--- src/rtl/apb4_reg_slave.sv ---
// APB4 register-file slave: NUM_REGS registers with byte strobes, optional wait
// states, RO/privilege checks and a per-register hardware update port.

module apb4_reg_slave_cell #(
  parameter int                    DATA_WIDTH = 32,
  parameter logic [DATA_WIDTH-1:0] RST        = '0
) (
  input  logic                    i_clk,
  input  logic                    i_rst_n,
  input  logic                    i_apb_we,
  input  logic [DATA_WIDTH/8-1:0] i_strb,
  input  logic [DATA_WIDTH-1:0]   i_apb_data,
  input  logic                    i_hw_we,
  input  logic [DATA_WIDTH-1:0]   i_hw_data,
  output logic [DATA_WIDTH-1:0]   o_q
);
  localparam int NB = DATA_WIDTH/8;

  logic [DATA_WIDTH-1:0] r_q;

  // APB owns the strobed bytes; hardware update fills in the rest on a shared edge
  always_ff @(posedge i_clk) begin
    if (!i_rst_n) begin
      r_q <= RST;
    end else begin
      for (int b = 0; b < NB; b++) begin
        if (i_apb_we && i_strb[b])
          r_q[b*8 +: 8] <= i_apb_data[b*8 +: 8];
        else if (i_hw_we)
          r_q[b*8 +: 8] <= i_hw_data[b*8 +: 8];
      end
    end
  end

  assign o_q = r_q;
endmodule

module apb4_reg_slave #(
  parameter int                              ADDR_WIDTH  = 32,
  parameter int                              DATA_WIDTH  = 32,
  parameter int                              NUM_REGS    = 16,
  parameter int                              WAIT_STATES = 0,
  parameter logic [NUM_REGS-1:0]             RO_MASK     = '0,
  parameter bit                              PRIV_ONLY   = 1'b0,
  parameter logic [NUM_REGS*DATA_WIDTH-1:0]  RESET_VAL   = '0
) (
  input  logic                           pclk,
  input  logic                           presetn,
  input  logic [ADDR_WIDTH-1:0]          paddr,
  input  logic                           psel,
  input  logic                           penable,
  input  logic                           pwrite,
  input  logic [DATA_WIDTH-1:0]          pwdata,
  input  logic [DATA_WIDTH/8-1:0]        pstrb,
  input  logic [2:0]                     pprot,
  output logic                           pready,
  output logic [DATA_WIDTH-1:0]          prdata,
  output logic                           pslverr,
  input  logic [NUM_REGS-1:0]            hw_we,
  input  logic [NUM_REGS*DATA_WIDTH-1:0] hw_wdata,
  output logic [NUM_REGS*DATA_WIDTH-1:0] reg_q,
  output logic [NUM_REGS-1:0]            wr_pulse
);
  localparam int NB = DATA_WIDTH/8;
  localparam int SW = $clog2(NB);
  localparam int IW = $clog2(NUM_REGS);
  localparam logic [ADDR_WIDTH:0]   SPAN     = (ADDR_WIDTH+1)'(NUM_REGS*NB);
  localparam logic [ADDR_WIDTH-1:0] LOW_MASK = ADDR_WIDTH'(NB-1);

  typedef enum logic {S_IDLE, S_ACCESS} state_t;

  state_t                               r_state;
  logic [3:0]                           r_cnt;
  logic [NUM_REGS-1:0]                  r_wr_pulse;
  logic [NUM_REGS-1:0][DATA_WIDTH-1:0]  w_q;
  logic [IW-1:0]                        w_idx;
  logic                                 w_err, w_end, w_commit;
  logic                                 w_unused;

  assign w_unused = ^pprot[2:1];
  assign w_idx    = paddr[SW +: IW];

  assign w_err = ({1'b0, paddr} >= SPAN)
              || ((paddr & LOW_MASK) != '0)
              || (pwrite && RO_MASK[w_idx])
              || (PRIV_ONLY && !pprot[0]);

  assign w_end    = (r_state == S_ACCESS) && psel && penable && (r_cnt == 4'd0);
  assign pready   = presetn && w_end;
  assign pslverr  = pready && w_err;
  assign prdata   = (pready && !pwrite && !w_err) ? w_q[w_idx] : '0;
  assign w_commit = pready && pwrite && !w_err;

  always_ff @(posedge pclk) begin
    if (!presetn) begin
      r_state    <= S_IDLE;
      r_cnt      <= 4'd0;
      r_wr_pulse <= '0;
    end else begin
      r_wr_pulse <= w_commit ? (NUM_REGS'(1) << w_idx) : '0;
      case (r_state)
        S_IDLE: begin
          if (psel && !penable) begin
            r_cnt   <= 4'(WAIT_STATES);
            r_state <= S_ACCESS;
          end
        end
        S_ACCESS: begin
          if (!psel) begin
            r_state <= S_IDLE;
          end else if (!penable) begin
            // fresh setup without a completed access: restart the wait count
            r_cnt <= 4'(WAIT_STATES);
          end else if (r_cnt != 4'd0) begin
            r_cnt <= r_cnt - 4'd1;
          end else begin
            r_state <= S_IDLE;
          end
        end
        default: r_state <= S_IDLE;
      endcase
    end
  end

  assign wr_pulse = r_wr_pulse;

  for (genvar i = 0; i < NUM_REGS; i++) begin : g_reg
    apb4_reg_slave_cell #(
      .DATA_WIDTH (DATA_WIDTH),
      .RST        (RESET_VAL[i*DATA_WIDTH +: DATA_WIDTH])
    ) u_cell (
      .i_clk      (pclk),
      .i_rst_n    (presetn),
      .i_apb_we   (w_commit && (w_idx == IW'(i))),
      .i_strb     (pstrb),
      .i_apb_data (pwdata),
      .i_hw_we    (hw_we[i]),
      .i_hw_data  (hw_wdata[i*DATA_WIDTH +: DATA_WIDTH]),
      .o_q        (w_q[i])
    );
  end

  assign reg_q = w_q;
endmodule

--- config.mk ---
export PLATFORM = sky130hd
export DESIGN_NAME = apb4_reg_slave
export DESIGN_NICKNAME = d
export VERILOG_FILES = /design/src/rtl/apb4_reg_slave.sv
export SDC_FILE = /design/constraint.sdc
export NUM_CORES = 1
export LEC_CHECK = 0
export ABC_CLOCK_PERIOD_IN_PS = 3200
export CELL_PAD_IN_SITES_DETAIL_PLACEMENT = 1
export CELL_PAD_IN_SITES_GLOBAL_PLACEMENT = 1
export CORE_AREA = 2 2 455 457
export DETAILED_ROUTE_END_ITERATION = 16
export DIE_AREA = 0 0 457 459
export PLACE_DENSITY = 0.56
export SYNTH_ARGS = -nofsm -noshare
export SYNTH_HDL_FRONTEND = slang
export SYNTH_HIERARCHICAL = 1
export SYNTH_SLANG_ARGS = --single-unit
export TNS_END_PERCENT = 50
--- constraint.sdc ---
create_clock -name pclk -period 3.2 [get_ports pclk]
set_input_delay 0.64 -clock pclk [delete_from_list [all_inputs] [get_ports pclk]]
set_output_delay 0.64 -clock pclk [all_outputs]
set_load 0.05 [all_outputs]
==> summary.md, run 1 <==
| Metric | Value |
|---|---|
| Final Cycle Share | `1.068` |
| HP Start | `pstrb[0]` |
| First-pass GRT wire length | `315.6 mm` |
| P_sw | `7.460 mW` |
| Initial DRC Count | `2320` |
| Maximum root-to-sink buffer count | `3` |
| GRT Resource Usage Total | `0.2206` |
| Count leader, synth | `dfxtp_1` |
| Synth Net Count | `3405` |
| Register area share after synthesis | `0.3136` |
| Setup crit start kind | `flop` |
| Max H-tree Level | `3` |
| Crit Path Class | `flop to output port` |
| Worst skew pair latency | `710 ps` |
| Clk sink count | `533` |
| Yosys cell types | `40` |
| Global route total overflow | `0` |
| ANT nets after route | `0` |
| Hold Buf Count CTS | `0` |
| EDFF count, synth | `0` |
| CP Capture Type | `output port` |
| Seq pwr share | `0.345` |
| Worst rel slew slack | `0.1626` |
| Async SR Flop Fraction | `0` |
| Die H | `459 µm` |
| Sw frac | `0.3389` |
| Setup violators final | `33` |
| Pint | `14.55 mW` |
| Vias | `32040` |
| Most used DFF post-synth | `dfxtp_1` |
| Synthesized flop and latch total | `533` |
| Die width | `457 µm` |
| Worst Skew | `29.95 ps` |
| Synth Warn # | `6` |
| Hold Crit Class | `input port to flop` |
| Crit path setup slack, layout | `-217.7 ps` |
| Root Buffer | `clkbuf_16` |
| Pwr Density | `407.3 mW/mm²` |
| Worst-Margin Slew | `1256 ps` |
| Layout Nets | `4677` |
| Reg clk slew, reported paths | `60 ps` |
| Hpwl dp | `192.8 mm` |
| WP data required | `2560 ps` |
| Final Max Slew Viols | `0` |
| Layout cells sized above 1 | `0.3101` |
| TritonCTS Buffers | `74` |
| Status | `finished with violations` |
| Total Wirelength | `241.6 mm` |
| # rows | `167` |
| CP Max Fanout | `16` |
| Data arrival, critical path | `2780 ps` |
| DRC Markers | `0` |
| Fin area | `0.05403 mm²` |
| Gate power share | `0.276` |
| Min Tclk post-route | `3418 ps` |
| Clock network power share | `0.379` |
| Mapped cell area | `0.03403 mm²` |
| Final Hold Viols | `0` |
| Post-Synthesis Cells | `2799` |
| Post-DP Area | `0.05126 mm²` |
| Critical Path Start | `r_cnt[1]` |
| Max Fclk | `292.6 MHz` |
| Port buffer count | `1162` |
| LEAKAGE | `24.81 nW` |
| Commonest cells in the netlist | `533 x dfxtp_1, 512 x nand3b_1, 512 x o211a_1` |
| Layout area overhead | `58.79%` |
| Yosys top cell by area | `dfxtp_1` |
| Setup_tns | `-4262 ps` |
| Top cell type's share of synthesized area | `0.3136` |
| Biggest area contributors in the synthesized netlist | `dfxtp_1 31%, mux2_4 21%, o211a_1 15%` |
| Minimum hold slack | `405.5 ps` |
| Initial antenna violation count | `50` |
| Largest net degree at the start of global routing | `171` |
| Worst vdd ir | `370.4 µV` |
| Origin of the critical flop-to-flop path | `r_cnt[1]` |
| Mean Syn Cell Area | `12.16 µm²` |
| I/O Pins | `1166` |
| Vias per std cell | `4.668` |
| Core ar. | `0.2056 mm²` |
| Failing checks | `negative setup slack` |
| Routed len/inst | `35.20 µm` |
| Total Die Area | `0.2098 mm²` |
| Worst Setup Slack post-DPL | `-512.4 ps` |
| Starting Density | `0.1655` |
| Max_cap viols | `0` |
| Number of global-route vias before repair | `33530` |
| CTS tree | `yes` |
| Drt pass-1 iters | `7` |
| Routability congestion estimate | `0.8995` |
| RSZ-0062 raised after global routing | `yes` |
[per-layer routing]
| metal | track usage | vias to the layer above | wire length [µm] |
|---|---|---|---|
| met4 | 0.08833 | 22 | 9399 |
| met5 | 0 | - | 135 |
| met1 | 0.2561 | 16690 | 94590 |
| li1 | - | 13460 | - |
| met3 | 0.06759 | 290 | 20380 |
| met2 | 0.3767 | 1581 | 117100 |
[cell usage in the layout, fill, tap and decap left out, drive strengths merged, types with 2 or more instances in the layout]
cell type | synthesis | routed
o211a | 512 | 512
clkdlybuf4s50 | 0 | 1086
ha | 2 | 2
nor4 | 23 | 23
a21oi | 32 | 32
mux2 | 512 | 512
mux4 | 128 | 128
nand3 | 2 | 2
dfxtp | 533 | 533
inv | 3 | 8
buf | 149 | 468
clkbuf | 210 | 110
a22oi | 64 | 64
clkinv | 0 | 13
nand3b | 512 | 512
nand2 | 5 | 5
and2 | 68 | 68
nor2 | 13 | 13
nor3 | 10 | 10
nand4 | 3 | 3
nand2b | 4 | 4
diode | 0 | 35
[worst max-delay path: stages, from the launching register on]
cell and delay, ps:
dfxtp_2 320, inv_2 70, ha_4 130, or3b_4 390, nor3_4 160, nand4b_1 130, buf_6 180, buf_8 200
a21oi_1 160, buf_4 150, buf_12 130
[sequential cells by signal (all words and copies together), names as in the netlist]
register	flops
r_state	1
r_cnt	4
wr_pulse	16
g.u_cell/o_q	512
[cell families after synthesis]
group,count (synthesis),synth area share
simple gates,648,0.1372
fa+ha+maj,2,0.0007353
flops,533,0.3136
buf+inv,362,0.07060
xor+xnor,2,0.0005149
mux,641,0.3074
compound gates,611,0.1700
[through the flow]
step | utilization | std cells | power [mW]
after global placement | 0.2493 | 6692 | 13.77
after CTS | 0.2616 | 6828 | 22.31
after detailed placement | 0.2493 | 6692 | 13.80
after floorplan | - | 2799 | 10.82
final | 0.2628 | 6863 | 22.01
after global routing | 0.2626 | 6847 | 22.73
[timing repair]
action,in CTS,in global routing
gates resized for setup,35,29
pin swaps,2,0
setup buffers,7,1
setup endpoints to repair,33,65
gates cloned,1,0
endpoints found under the hold margin,0,0
[worst paths after layout]
kind	to	slack (ps)	cells after the start
hold / removal	g_reg[7].u_cell/o_q[7]	410	3
setup reg to reg	g_reg[13].u_cell/o_q[8]	130	15
setup / recovery	prdata[31]	-220	10
hold reg to reg	r_cnt[3]	590	2
[power groups by stage]
stage	clock network, mW	logic, mW	registers [mW]
after floorplan	0	2.10	8.72
after global routing	8.83	6.28	7.61
after CTS	8.60	6.12	7.59
after detailed placement	0	6.07	7.73
after global placement	0	6.04	7.73
final	8.34	6.08	7.60
[area by class of cell]
| class | count | area (µm²) |
|---|---|---|
| Fill cell | 22800 | 151600 |
| Multi-Input combinational cell | 1904 | 21360 |
| Timing Repair Buffer | 1555 | 16210 |
| Sequential cell | 533 | 10670 |
| Tap cell | 2704 | 3383 |
| Clock buffer | 109 | 2135 |
| Clock inverter | 20 | 180.2 |
| Antenna cell | 35 | 87.58 |
| Inverter | 3 | 11.26 |
Note: power is estimated with default switching activity, not from simulation.
==> run 2: changes to the inputs <==
ABC_CLOCK_PERIOD_IN_PS = not set   (was 3200)
==> results of run 2 <==
No change in the layout: final DEF, timing and power equal those of run 1.
